### config.mk
export PLATFORM = sky130hd
export DESIGN_NAME = mult_datapath_flat
export DESIGN_NICKNAME = d
export VERILOG_FILES = /design/src/rtl/mult_datapath_if.sv /design/src/rtl/mult_datapath.sv /design/src/flat_wrapper.sv
export SDC_FILE = /design/constraint.sdc
export NUM_CORES = 1
export LEC_CHECK = 0
export BUFFER_PORTS_ARGS = -buffer_cell sky130_fd_sc_hd__buf_2
export CAP_MARGIN = 30
export CORE_ASPECT_RATIO = 0.8
export CORE_MARGIN = 2
export CORE_UTILIZATION = 50
export CTS_BUF_LIST = sky130_fd_sc_hd__clkbuf_4
export DETAILED_ROUTE_END_ITERATION = 16
export PLACE_DENSITY = 0.82
export SYNTH_ARGS = -nofsm -noshare
export SYNTH_HDL_FRONTEND = slang
export SYNTH_SLANG_ARGS = --single-unit
### constraint.sdc
create_clock -name clock -period 1.72 [get_ports clock]
set_clock_uncertainty 0.05 [all_clocks]
set_input_delay 0.172 -clock clock [delete_from_list [all_inputs] [get_ports clock]]
set_output_delay 0.172 -clock clock [all_outputs]
set_load 0.1 [all_outputs]
### src/rtl/mult_datapath_if.sv
// Control/result bundle between the multiplier sequencer (master) and the
// shift-add datapath (slave).
interface mult_datapath_if #(
    parameter int N = 4
);
    logic           reset;
    logic           add;
    logic           shift;
    logic           ready;
    logic [N-1:0]   multiplicand;
    logic [N-1:0]   multiplier;
    logic           Q0;
    logic [2*N-1:0] product;
    logic           product_valid;
    logic           protocol_err;

    modport master (
        output reset, add, shift, ready, multiplicand, multiplier,
        input  Q0, product, product_valid, protocol_err
    );

    modport slave (
        input  reset, add, shift, ready, multiplicand, multiplier,
        output Q0, product, product_valid, protocol_err
    );
endinterface

### src/rtl/mult_datapath.sv
// Shift-add multiplier datapath (M, C:A, Q) with registered product capture.
// Optional PROTOCOL_CHECK_EN adds a shift counter and a sticky protocol_err.
module mult_datapath #(
    parameter int N = 4
) (
    input  logic           clock,
    input  logic           n_rst,
    mult_datapath_if.slave bus
);

    logic [N-1:0]   m_q, m_d;
    logic [N-1:0]   a_q, a_d;
    logic           c_q, c_d;
    logic [N-1:0]   q_q, q_d;
    logic [2*N-1:0] product_q, product_d;
    logic           valid_q, valid_d;
    logic           ready_q;
    logic [N:0]     sum;
    logic           ready_rise;

    assign sum        = {1'b0, a_q} + {1'b0, m_q};
    assign ready_rise = bus.ready & ~ready_q;

    // Priority: reset > shift > add > hold
    always_comb begin
        m_d = m_q;
        a_d = a_q;
        c_d = c_q;
        q_d = q_q;
        if (bus.reset) begin
            m_d = bus.multiplicand;
            q_d = bus.multiplier;
            a_d = '0;
            c_d = 1'b0;
        end else if (bus.shift) begin
            a_d = {c_q, a_q[N-1:1]};
            q_d = {a_q[0], q_q[N-1:1]};
            c_d = 1'b0;
        end else if (bus.add) begin
            {c_d, a_d} = sum;
        end
    end

    always_comb begin
        product_d = product_q;
        valid_d   = ready_rise;
        if (ready_rise) begin
            product_d = {a_q, q_q};
        end
    end

    always_ff @(posedge clock or negedge n_rst) begin
        if (!n_rst) begin
            m_q       <= '0;
            a_q       <= '0;
            c_q       <= 1'b0;
            q_q       <= '0;
            product_q <= '0;
            valid_q   <= 1'b0;
            ready_q   <= 1'b0;
        end else begin
            m_q       <= m_d;
            a_q       <= a_d;
            c_q       <= c_d;
            q_q       <= q_d;
            product_q <= product_d;
            valid_q   <= valid_d;
            ready_q   <= bus.ready;
        end
    end

    assign bus.Q0            = q_q[0];
    assign bus.product       = product_q;
    assign bus.product_valid = valid_q;

`ifdef PROTOCOL_CHECK_EN
    localparam int CNT_W = $clog2(N + 1) + 1;

    logic [CNT_W-1:0] cnt_q, cnt_d;
    logic             err_q, err_d;
    logic             cnt_full;

    assign cnt_full = (cnt_q == CNT_W'(N));

    // Counter tracks accepted shifts since the last load; errors latch until n_rst
    always_comb begin
        cnt_d = cnt_q;
        err_d = err_q;
        if (bus.reset) begin
            cnt_d = '0;
        end else if (bus.shift) begin
            cnt_d = cnt_q + CNT_W'(1);
        end
        if ((bus.add & bus.shift) ||
            (bus.shift & ~bus.reset & cnt_full) ||
            (ready_rise & ~cnt_full)) begin
            err_d = 1'b1;
        end
    end

    always_ff @(posedge clock or negedge n_rst) begin
        if (!n_rst) begin
            cnt_q <= '0;
            err_q <= 1'b0;
        end else begin
            cnt_q <= cnt_d;
            err_q <= err_d;
        end
    end

    assign bus.protocol_err = err_q;
`else
    assign bus.protocol_err = 1'b0;
`endif

endmodule
### src/flat_wrapper.sv
// flat-port wrapper written by rule: the top's interface ports become plain ports
module mult_datapath_flat 
#(
    parameter int N = 4
)
  (clock, n_rst, bus_reset, bus_add, bus_shift, bus_ready, bus_multiplicand, bus_multiplier, bus_Q0, bus_product, bus_product_valid, bus_protocol_err);
  mult_datapath_if #(.N(N)) bus_i ();
  input  logic clock;
  input  logic n_rst;
  input wire logic [$bits(bus_i.reset)-1:0] bus_reset;
  input wire logic [$bits(bus_i.add)-1:0] bus_add;
  input wire logic [$bits(bus_i.shift)-1:0] bus_shift;
  input wire logic [$bits(bus_i.ready)-1:0] bus_ready;
  input wire logic [$bits(bus_i.multiplicand)-1:0] bus_multiplicand;
  input wire logic [$bits(bus_i.multiplier)-1:0] bus_multiplier;
  output wire logic [$bits(bus_i.Q0)-1:0] bus_Q0;
  output wire logic [$bits(bus_i.product)-1:0] bus_product;
  output wire logic [$bits(bus_i.product_valid)-1:0] bus_product_valid;
  output wire logic [$bits(bus_i.protocol_err)-1:0] bus_protocol_err;
  assign bus_i.reset = bus_reset;
  assign bus_i.add = bus_add;
  assign bus_i.shift = bus_shift;
  assign bus_i.ready = bus_ready;
  assign bus_i.multiplicand = bus_multiplicand;
  assign bus_i.multiplier = bus_multiplier;
  assign bus_Q0 = bus_i.Q0;
  assign bus_product = bus_i.product;
  assign bus_product_valid = bus_i.product_valid;
  assign bus_protocol_err = bus_i.protocol_err;
  mult_datapath #(.N(N)) u_core (.clock(clock), .n_rst(n_rst), .bus(bus_i));
endmodule
-- After elaboration in Yosys (flattened, before gate mapping)
Cells that the tools add are included.
- register bits after elaboration: 23
- input port bits: 14
- output and inout port bits: 11
- word-level logic and storage cells: 20
- add/subtract/negate cells: 1
- multiplexer cells: 8
- bitwise operators: 2
- reductions and logical operators: 2
- operator list (kind ; number):
    2-to-1 mux 4 bit ; 5
    adder 4 x 4 -> 5 bit ; 1
    2-to-1 mux 1 bit ; 3
    nonzero test 3 bit ; 1
    nonzero test 2 bit ; 1
    AND 1 bit ; 1
    NOT 1 bit ; 1

-- Depth between registers and ports, before layout
- word-level depth: 4
- depth in mapped cells: 6
- depth with buffers taken out: 6

-- Least setup slack after synthesis
Ideal clock, no wire load.
- path kind: register to register
- start: reg u_core.a_q[0]
- end: reg u_core.a_q[2]
- setup time: 0.071 ns
- arrival: 1.464 ns
- required time: 1.599 ns
- setup slack: 0.135 ns
- stages on the path, launching flop included: 7
- buffers on the path: 0
- clock period less this slack: 1.585 ns
- cell sequence: dfrtp_1 > ha_1 > fa_1 > xnor2_1 > a211oi_1 > a21oi_1 > nor2_1
- longest elaborated chain between the ends: 4
- RTL lines (element ; line ; text):
    start, declared ; mult_datapath.sv:12 ; logic [N-1:0] a_q, a_d;
    start signal, assigned ; mult_datapath.sv:55 ; a_q <= '0;
    start signal, assigned ; mult_datapath.sv:63 ; a_q <= a_d;
    adder 4 x 4 -> 5 bit ; mult_datapath.sv:21 ; assign sum = {1'b0, a_q} + {1'b0, m_q};
    2-to-1 mux 4 bit ; mult_datapath.sv:39 ; end else if (bus.add) begin
    2-to-1 mux 4 bit ; mult_datapath.sv:35 ; end else if (bus.shift) begin
    2-to-1 mux 4 bit ; mult_datapath.sv:30 ; if (bus.reset) begin
No other way between the ends. The select of a mux whose other input is x is not followed.
A chain may end at the register's enable or synchronous reset.

-- Worst setup path in the final report
Ends and elaborated chain as after synthesis.

==> flow_summary.toml <==
[grt]
grt_max_degree = 24
grt_usage_pct = 16.7
grt_antenna_before_repair = 0
grt_pass1_vias = 668
grt_overflow = 0
grt_pass1_wl_mm = 3.12

[synthesis]
syn_avg_cell_area_um2 = 12.3
synth.most_common_cell = "dfrtp_1"
synth_area_leader_cell = "dfrtp_1"
ys_ff_latch = 23
ys_seq_area_share_pct = 53.9
post-synth-top-area-fraction_pct = 53.9
ys_async_sr_fraction_pct = 100
synth_nets = 106
synth_edf_count = 0
synth_common_cells = "23 x dfrtp_1, 12 x mux2_2, 7 x a21oi_1, 7 x nor2_1, 6 x mux2i_1"
yosys-top-cells-area = "dfrtp_1 54%, mux2_2 13%, mux2i_1 5.6%"
synth_cell_types = 23
ys.flop_type = "dfrtp_1"
synth_area_um2 = 1070
postSynthCellCount = 87
yosysWarnings = 0

[status]
status = "complete, no violations"

[sta]
setup_viol = 0
timing.fmax_mhz = 619
timing.hold.ws_ps = 16.8
worstMarginPinSlew_ps = 501
final_hold_viol_count = 0
max-slew-margin-rel_pct = 66.6
rsz0062_at_grt = "false"
min_period_ps = 1620
fin_crit_sh_pct = 93.9
drv_slew = 0
fin_ws_ps = 105

[worst_setup_path]
r2r_start = "u_core.a_q[0]$_DFFE_PN0P_"
crit_fanout = 2
cp.arrival_ps = 1820
cp-startpoint = "u_core.a_q[0]$_DFFE_PN0P_"
criticalPathCategory = "flop to flop"
end_kind = "flop"
required_ps = 1920
worstSetupStartpointType = "flop"

[power]
p_leak_nw = 0.628
p_per_area_nw_per_um2 = 1080
switching_power_mw = 0.517
seqPwrFrac_pct = 47.4
peakVddDrop_uv = 729
intPower_mw = 0.811
combPwrFrac_pct = 33.0
sw_frac_of_total_pct = 38.9
clkPwrFrac_pct = 19.6

[layout]
area_delta_synth_final_pct = 15.5
register_area_um2 = 576
final_core_util_pct = 63.4
multi_input_area_um2 = 452
diodes = 0
layout-drive-gt1-share_pct = 39.1
fillers = 161
layout.nets = 130

[floorplan]
die_area_um2 = 2530
die_h_um = 45.3
core_um2 = 1940
initial_utilization_pct = 55.0
rows = 14
die_w_um = 55.7
ios = 25

[route]
routedWlPerCell_um = 13.2
dr.first_iter.drc_count = 7
dr.pass1.iters = 4
vias_per_cell = 5.40
final_antenna_net_count = 0
drc_errors = 0
drt_wl_total_mm = 1.76
num_vias = 723

[job]
drv_cap = 0

[clocking]
numCtsBuffers = 3
cts_tree = "yes"
clock_path_buffers = 2
htreeDepth = 1
cts_root_buffer = "clkbuf_4"
cts.clk_slew.worst_paths_ps = 120
cts.sinks = 23
clock_latency_ps = 310

[place]
dp_slack_ps = -8.23
numPortBuffers = 23
hpwlAfterDp_mm = 1.30
place_congestion = 0.754

[hold_path]
worstHoldPathType = "input pin to flop"
min-delay-start = "bus_multiplier[3]"
-- cell type report --
type / instances / share of cell area (%)
Inverter: 1 / 0.304
Multi-Input combinational cell: 56 / 36.6
Tap cell: 24 / 2.43
Sequential cell: 23 / 46.7
Clock buffer: 4 / 2.43
Timing Repair Buffer: 26 / 11.6
-- layout by cell type, fill, tap and decap left out --
cell / synthesis / final
mux2_2: 12 / 12
nand2b_1: 1 / 1
nor2_1: 7 / 7
inv_1: 1 / 1
dfrtp_1: 23 / 23
nor3b_1: 1 / 1
a211oi_1: 1 / 1
conb_1: 1 / 1
o21ai_0: 4 / 4
nand2_1: 4 / 4
mux2i_1: 6 / 6
buf_2: 5 / 23
a21oi_1: 7 / 7
xnor2_1: 1 / 1
buf_4: 2 / 1
nand4b_1: 1 / 1
a21bo_2: 1 / 1
a21o_1: 1 / 1
nand3b_1: 1 / 1
nand3_1: 1 / 1
a2111oi_2: 1 / 1
dlygate4sd3_1: 0 / 2
clkbuf_4: 0 / 4
fa_2: 0 / 1
ha_1: 4 / 4
-- power by group through the flow --
| stage | registers (mW) | clock network (mW) | logic [mW] |
|---|---|---|---|
| floorplan | 0.863 | 0 | 0.134 |
| global placement | 0.639 | 0 | 0.426 |
| detailed placement | 0.642 | 0 | 0.434 |
| CTS | 0.630 | 0.271 | 0.441 |
| global route | 0.638 | 0.297 | 0.466 |
| finish | 0.629 | 0.260 | 0.439 |
-- per-stage QoR --
stage	cells	total power [mW]	TNS, ps	cell area, µm²
2_1_floorplan	87	0.997	0	1070
3_3_place_gp	127	1.06	0	1170
3_5_place_dp	127	1.08	-8.23	1170
4_1_cts	134	1.34	0	1230
5_1_grt	134	1.40	0	1230
6_report	134	1.33	0	1230
-- worst paths after layout --
path / to / slack [ps] / cells past startpoint
max: u_core.a_q[2]$_DFFE_PN0P_ / 100 / 6
min: u_core.q_q[3]$_DFFE_PN0P_ / 20 / 3
max reg2reg: u_core.a_q[2]$_DFFE_PN0P_ / 100 / 6
min reg2reg: u_core.bus.product[2]$_DFFE_PN0P_ / 460 / 1
max in group asynchronous: u_core.c_q$_DFFE_PN0P_ / 980 / 2
min in group asynchronous: u_core.q_q[2]$_DFFE_PN0P_ / 310 / 2
-- sequential cells by signal, summed over array words and instances, names as in the netlist --
signal,count
u_core.bus.product,8
u_core.a_q,4
u_core.m_q,4
u_core.q_q,4
u_core.bus.product_valid,1
u_core.c_q,1
u_core.ready_q,1
-- critical path: stages, from the launching register on --
cell and delay [ps]:
dfrtp_1 400, ha_1 230, fa_2 370, xnor2_1 140, a211oi_1 220, a21oi_1 70, nor2_1 90
-- cells by family after synthesis --
logic type | synth area share [%]
flops | 53.9
mux | 18.3
simple gates | 7.14
compound gates | 8.90
buf+inv | 4.10
fa+ha+maj | 6.56
other cells | 0.351
xor+xnor | 0.820
-- per-layer routing --
| metal | up-vias | global-route usage [%] | part of all wire [%] |
|---|---|---|---|
| met1 | 342 | 22.5 | 50 |
| met3 | 4 | 6.30 | 7.1 |
| li1 | 351 | - | - |
| met4 | 0 | 5.85 | 1.6 |
| met2 | 26 | 25.0 | 41 |
| met5 | - | 0 | 0 |
-- repair_timing --
action / in CTS / in global routing
buffers inserted: 1 / 0
pin swaps: 0 / 1
endpoints found under the setup margin: 1 / 2
hold buffers: 2 / 0
hold endpoints to repair: 24 / 0
resized for setup: 0 / 1
cloned: 0 / 0
Note: power is estimated with default switching activity, not from simulation.
